`config.mk`:
```
export PLATFORM = sky130hd
export DESIGN_NAME = osc_clkgen_multi
export DESIGN_NICKNAME = d
export VERILOG_FILES = /design/src/rtl/osc_clkgen_pkg.sv /design/src/rtl/osc_clkgen_chan.sv /design/src/rtl/osc_clkgen_multi.sv
export SDC_FILE = /design/constraint.sdc
export NUM_CORES = 1
export LEC_CHECK = 0
export CAP_MARGIN = 20
export CELL_PAD_IN_SITES_DETAIL_PLACEMENT = 0
export CELL_PAD_IN_SITES_GLOBAL_PLACEMENT = 1
export CORE_MARGIN = 2
export CORE_UTILIZATION = 50
export DETAILED_ROUTE_END_ITERATION = 6
export PLACE_DENSITY_LB_ADDON = 0.25
export SLEW_MARGIN = 25
export SYNTH_ARGS = -nofsm -noshare
export SYNTH_HDL_FRONTEND = slang
export SYNTH_HIERARCHICAL = 1
export SYNTH_SLANG_ARGS = --single-unit
```
`constraint.sdc`:
```
create_clock -name clk -period 6.1 [get_ports clk]
set_input_delay 0.61 -clock clk [delete_from_list [all_inputs] [get_ports clk]]
set_output_delay 0.61 -clock clk [all_outputs]
set_load 0.01 [all_outputs]
```
`src/rtl/osc_clkgen_pkg.sv`:
```
// Shared types and sizing helpers for the multi-channel clock generator.
package osc_clkgen_pkg;

    typedef enum logic [1:0] {
        ST_OFF      = 2'd0,
        ST_SETTLE   = 2'd1,
        ST_RUN      = 2'd2,
        ST_STOPPING = 2'd3
    } state_t;

    // Settle counter must hold values up to SETTLE_CYC.
    function automatic int settle_cnt_w(input int settle_cyc);
        return (settle_cyc < 1) ? 1 : $clog2(settle_cyc + 1);
    endfunction

endpackage

```
`src/rtl/osc_clkgen_chan.sv`:
```
// One clock-generator channel: start-up settle, 50% duty square wave,
// and a stop path that always finishes the current high phase.
module osc_clkgen_chan
    import osc_clkgen_pkg::*;
#(
    parameter int DIV_W      = 16,
    parameter int SETTLE_CYC = 64
) (
    input  logic             clk,
    input  logic             rst_n,
    input  logic             ena,
    input  logic [DIV_W-1:0] half_period,
    output logic             dout,
    output logic             ready
);

    localparam int               SW          = settle_cnt_w(SETTLE_CYC);
    localparam logic [SW-1:0]    SETTLE_LAST = SW'(SETTLE_CYC - 1);
    localparam logic [SW-1:0]    SETTLE_ONE  = SW'(1);
    localparam logic [DIV_W-1:0] ONE         = DIV_W'(1);

    state_t           state;
    logic [SW-1:0]    settle_cnt;
    logic [DIV_W-1:0] phase_cnt;
    logic [DIV_W-1:0] hp_eff;
    logic [DIV_W-1:0] hp_in;
    logic             phase_done;

    // A zero half-period would never terminate a phase; treat it as one cycle.
    assign hp_in      = (half_period == '0) ? ONE : half_period;
    assign phase_done = (phase_cnt == hp_eff - ONE);

    // NOTE: every register here, hp_eff included, is reset so a mid-run reset
    // leaves no stale phase; all updates are non-blocking so each branch sees
    // pre-edge values of dout and the counters.
    always_ff @(posedge clk or negedge rst_n) begin
        if (!rst_n) begin
            state      <= ST_OFF;
            dout       <= 1'b0;
            ready      <= 1'b0;
            settle_cnt <= '0;
            phase_cnt  <= '0;
            hp_eff     <= '0;
        end else begin
            case (state)
                ST_OFF: begin
                    if (ena) begin
                        state      <= ST_SETTLE;
                        settle_cnt <= '0;
                    end
                end

                ST_SETTLE: begin
                    if (!ena) begin
                        state      <= ST_OFF;
                        settle_cnt <= '0;
                    end else if (settle_cnt == SETTLE_LAST) begin
                        state      <= ST_RUN;
                        ready      <= 1'b1;
                        dout       <= 1'b0;
                        phase_cnt  <= '0;
                        hp_eff     <= hp_in;
                        settle_cnt <= '0;
                    end else begin
                        settle_cnt <= settle_cnt + SETTLE_ONE;
                    end
                end

                ST_RUN: begin
                    if (phase_done) begin
                        dout      <= ~dout;
                        phase_cnt <= '0;
                        hp_eff    <= hp_in;
                        if (!ena) begin
                            // Toggle wins; a freshly started high phase must still complete.
                            ready <= 1'b0;
                            state <= dout ? ST_OFF : ST_STOPPING;
                        end
                    end else if (!ena && !dout) begin
                        state     <= ST_OFF;
                        ready     <= 1'b0;
                        phase_cnt <= '0;
                    end else begin
                        phase_cnt <= phase_cnt + ONE;
                        if (!ena) begin
                            state <= ST_STOPPING;
                            ready <= 1'b0;
                        end
                    end
                end

                ST_STOPPING: begin
                    if (phase_done) begin
                        dout      <= 1'b0;
                        phase_cnt <= '0;
                        hp_eff    <= hp_in;
                        if (ena) begin
                            state <= ST_RUN;
                            ready <= 1'b1;
                        end else begin
                            state <= ST_OFF;
                        end
                    end else begin
                        phase_cnt <= phase_cnt + ONE;
                        if (ena) begin
                            state <= ST_RUN;
                            ready <= 1'b1;
                        end
                    end
                end

                default: begin
                    state <= ST_OFF;
                    dout  <= 1'b0;
                    ready <= 1'b0;
                end
            endcase
        end
    end

endmodule

```
`src/rtl/osc_clkgen_multi.sv`:
```
// NCH independent housekeeping clock channels; this level only slices the
// half-period bus and gathers the per-channel outputs.
module osc_clkgen_multi
    import osc_clkgen_pkg::*;
#(
    parameter int NCH        = 2,
    parameter int DIV_W      = 16,
    parameter int SETTLE_CYC = 64
) (
    input  logic                 clk,
    input  logic                 rst_n,
    input  logic [NCH-1:0]       ena,
    input  logic [NCH*DIV_W-1:0] half_period,
    output logic [NCH-1:0]       dout,
    output logic [NCH-1:0]       ready
);

    for (genvar i = 0; i < NCH; i++) begin : g_chan
        osc_clkgen_chan #(
            .DIV_W      (DIV_W),
            .SETTLE_CYC (SETTLE_CYC)
        ) u_chan (
            .clk         (clk),
            .rst_n       (rst_n),
            .ena         (ena[i]),
            .half_period (half_period[i*DIV_W +: DIV_W]),
            .dout        (dout[i]),
            .ready       (ready[i])
        );
    end

endmodule

```
==> metrics.md <==
| Metric | Value |
|---|---|
| GRT Total Usage | ~22% |
| Seq/Total Area, Yosys | 39.5% |
| Multi-input logic area | 0.00307 mm² |
| Post-synthesis register bit count | 86 |
| Via count | between 4000 and 5000 |
| Setup CP Type | flip-flop to flip-flop |
| Fmax | 273 MHz |
| Slew margin rel. | between 30% and 40% |
| Post-synth EDFFs | 0 |
| Switching Fraction | 21.5% |
| Worst VDD drop | between 0.0001 and 0.00015 V |
| Commonest non-fill, non-tap cell in the layout | dfrtp_1 |
| CTS clock-pin slew for the worst setup and hold paths | approximately 0.09 ns |
| Top_reg_cell synth | dfrtp_1 |
| Initial Utilization | 50.7% |
| Worst path arrival time | between 3 and 4 ns |
| DRT iter0 DRCs | between 200 and 250 |
| WP data required | 6.35 ns |
| Drt total wl | between 10000 and 15000 µm |
| Layout cells sized above 1 | around 11% |
| CTS Sinks | 86 |
| Post-CTS sizing | 0 |
| Setup bufs post-CTS | 0 |
| PwrDens | 184 mW/mm² |
| Non-Filler Instances | 750 |
| Core Area | between 0.01 and 0.015 mm² |
| Area added between synthesis and finish | 12.5% |
| Final period utilization | around three fifths |
| Commonest non-fill, non-tap cells in the layout | 86 x dfrtp_1, 55 x nand2_1, 38 x clkdlybuf4s50_1 |
| Power, Total | around 0.0011 W |
| Die width | about 110 µm |
| First-pass GRT wire length | roughly 20000 µm |
| Yosys cell types | 69 |
| Comb pwr share | under 10% |
| Worst-path maximum fanout | 18 |
| Setup Skew | ~0.0091 ns |
| Detailed Place HPWL | 8590 µm |
| Reg area | approximately 0.0022 mm² |
| Routability cong. | between 0.8 and 0.9 |
| Nets | roughly 650 |
| GRT overflow | 0 |
| Die area | between 0.01 and 0.015 mm² |
| Syn avg cell area | 9.37 µm² |
| Status | completed |
| Cell area after synthesis | roughly 0.0054 mm² |
| Hold WC Path Type | primary input to asynchronous set/reset pin |
| Via/cell ratio | 5.79 |
| Fin. max-slew vios | 0 |
| Leakage | 2.77 nW |
| CTS Hold Bufs | 0 |
| Worst skew pair latency | 0.37 ns |
| GR Util met1 | 28.8% |
| RSZ-0062 raised after global routing | false |
| I/O pins | 40 |
| H-tree depth | 3 |
| Vias in the first global route | ~4100 |
| Reg2reg setup slack | roughly 2.4 ns |
| Type of origin of the critical path | flip-flop |
| Final Core Density | between 50% and 60% |
| Row cnt | 38 |
| Fillers | between 900 and 1000 |
| Setup crit end kind | flip-flop |
| Final ANT Viol Nets | 0 |
| Drt drc | 0 |
| Cell count after synthesis | between 500 and 600 |
| Net Switching | 0.000242 W |
| Placed Cells | 734 |
| Final min period | between 3 and 4 ns |
| Total CTS buffers | 9 |
| Initial antenna violation count | 0 |
| Least-Margin Pin Slew | 0.917 ns |
| Synth warn | 6 |
| Internal power | 0.000883 W |
| Root buf cell | clkbuf_8 |
| Number of iterations in the first detailed-routing pass | 5 |
| Routed wire per std cell | roughly 16 µm |
| Max Cap Viol | 0 |
| Largest net degree at the start of global routing | 65 |
| Endpoints failing setup | 0 |
| Synth Net Count | 623 |
| Global Route met3 Usage | under 10% |
| ANT cells | 0 |
| Die height | 108 µm |
| Clk network pwr share | between 40% and 50% |
| WHS | ~0.12 ns |
| GR met2 Demand/Resource | between 30% and 40% |
| I/O Buffers | 39 |
| Busiest grt layer | met2 |
| CTS tree | done |
| Clk buf depth | 2 |
| Async SR Flop Fraction | 100% |
| Final hold vios | 0 |
| Sequential power share | about 51% |
| Setup TNS | 0 ns |
-- registers in the layout (all words and copies together) (netlist names) --
name,flops
g_chan.u_chan/phase_cnt,32
g_chan.u_chan/hp_eff,32
g_chan.u_chan/state,4
g_chan.u_chan/ready,2
g_chan.u_chan/settle_cnt,14
g_chan.u_chan/dout,2
-- critical path, cell delays in order (launching register included) --
cell,delay (ns)
dfrtp_1,0.46
inv_1,0.09
ha_1,0.29
nor3b_1,0.59
and3_1,0.26
o22ai_1,0.07
nor4_1,0.38
nor4b_4,0.46
a32o_2,0.57
mux2_2,0.39
-- Yosys cell counts, types with 4 or more instances --
cell type   n  area, µm²
a21o_1     12       90.1
a21oi_1    32        160
a22o_1      4       35.0
a31oi_1     6       37.5
and3_1     16        100
buf_2       6       30.0
clkbuf_1   17       63.8
dfrtp_1    86       2150
ha_1        6       75.1
inv_1      17       63.8
mux2_2     15        169
mux2_4     13        195
mux2i_1     4       40.0
nand2_1    55        206
nand2b_1    8       50.1
nand3_1    23        115
nand3b_1    4       30.0
nor2_1     30        113
nor2b_1     4       25.0
nor3_1     20        100
nor3b_1     6       45.0
nor4_1     14       87.6
o21ai_0    36        180
o21bai_1    7       52.6
o22ai_1     5       31.3
o31ai_1     5       37.5
o41ai_1     4       35.0
or2_2       5       31.3
or3_1      10       62.6
or4_1       7       52.6
xnor2_1    27        236
xor2_1     20        175
-- layer usage --
layer | vias up | routed length, µm | share of wire (%)
met3 | 14 | 317 | 2.7
met5 | - | 0 | 0
met4 | 0 | 171 | 1.4
li1 | 2169 | - | -
met2 | 56 | 5720 | 48
met1 | 2106 | 5610 | 47
-- cell type report --
class                   count  share of cell area (%)
flip-flops and latches     86                    35.1
multi-input cells         448                    50.1
well taps                 140                    2.86
clock buffers              11                    2.31
inverters                  17                    1.04
repair buffers             43                    6.82
clock inverters             5                    1.74
-- cells by family (layout without fill, tap and decap cells) --
| family | Yosys count | in the layout | synth area share, % |
|---|---|---|---|
| adders and majority gates | 6 | 6 | 1.38 |
| buffers and inverters | 47 | 76 | 4.13 |
| xor gates and xnor gates | 48 | 48 | 7.86 |
| AOI/OAI and AO/OA | 143 | 143 | 17.5 |
| DFF | 86 | 86 | 39.5 |
| and+or+nand+nor | 219 | 219 | 22.2 |
| muxes | 32 | 32 | 7.42 |
-- per-stage QoR --
stage,setup WS [ns],area [µm²]
floorplan,2.81,5450
global placement,2.60,5880
detailed placement,2.47,5880
CTS,2.46,6130
global route,2.21,6130
finish,2.43,6130
-- power by group through the flow --
stage	Clock [W]	Sequential [W]	Combinational, W
6_report	0.000495	0.000576	0.0000535
5_1_grt	0.000535	0.000576	0.0000598
4_1_cts	0.000508	0.000576	0.0000550
3_5_place_dp	0	0.000587	0.0000548
3_3_place_gp	0	0.000587	0.0000540
2_1_floorplan	0	0.000585	0.0000148
-- final timing paths --
kind | startpoint | endpoint | cells after the start
min in group clk | g_chan[1].u_chan/settle_cnt[4] | g_chan[1].u_chan/settle_cnt[4] | 1
min | rst_n | g_chan[0].u_chan/state[1] | 1
max | g_chan[1].u_chan/hp_eff[0] | g_chan[1].u_chan/hp_eff[15] | 9
max reg2reg | g_chan[1].u_chan/hp_eff[0] | g_chan[1].u_chan/hp_eff[15] | 9
min reg2reg | g_chan[1].u_chan/settle_cnt[4] | g_chan[1].u_chan/settle_cnt[4] | 1
max in group asynchronous | rst_n | g_chan[0].u_chan/phase_cnt[12] | 2
(Power assumes the default switching activity.)
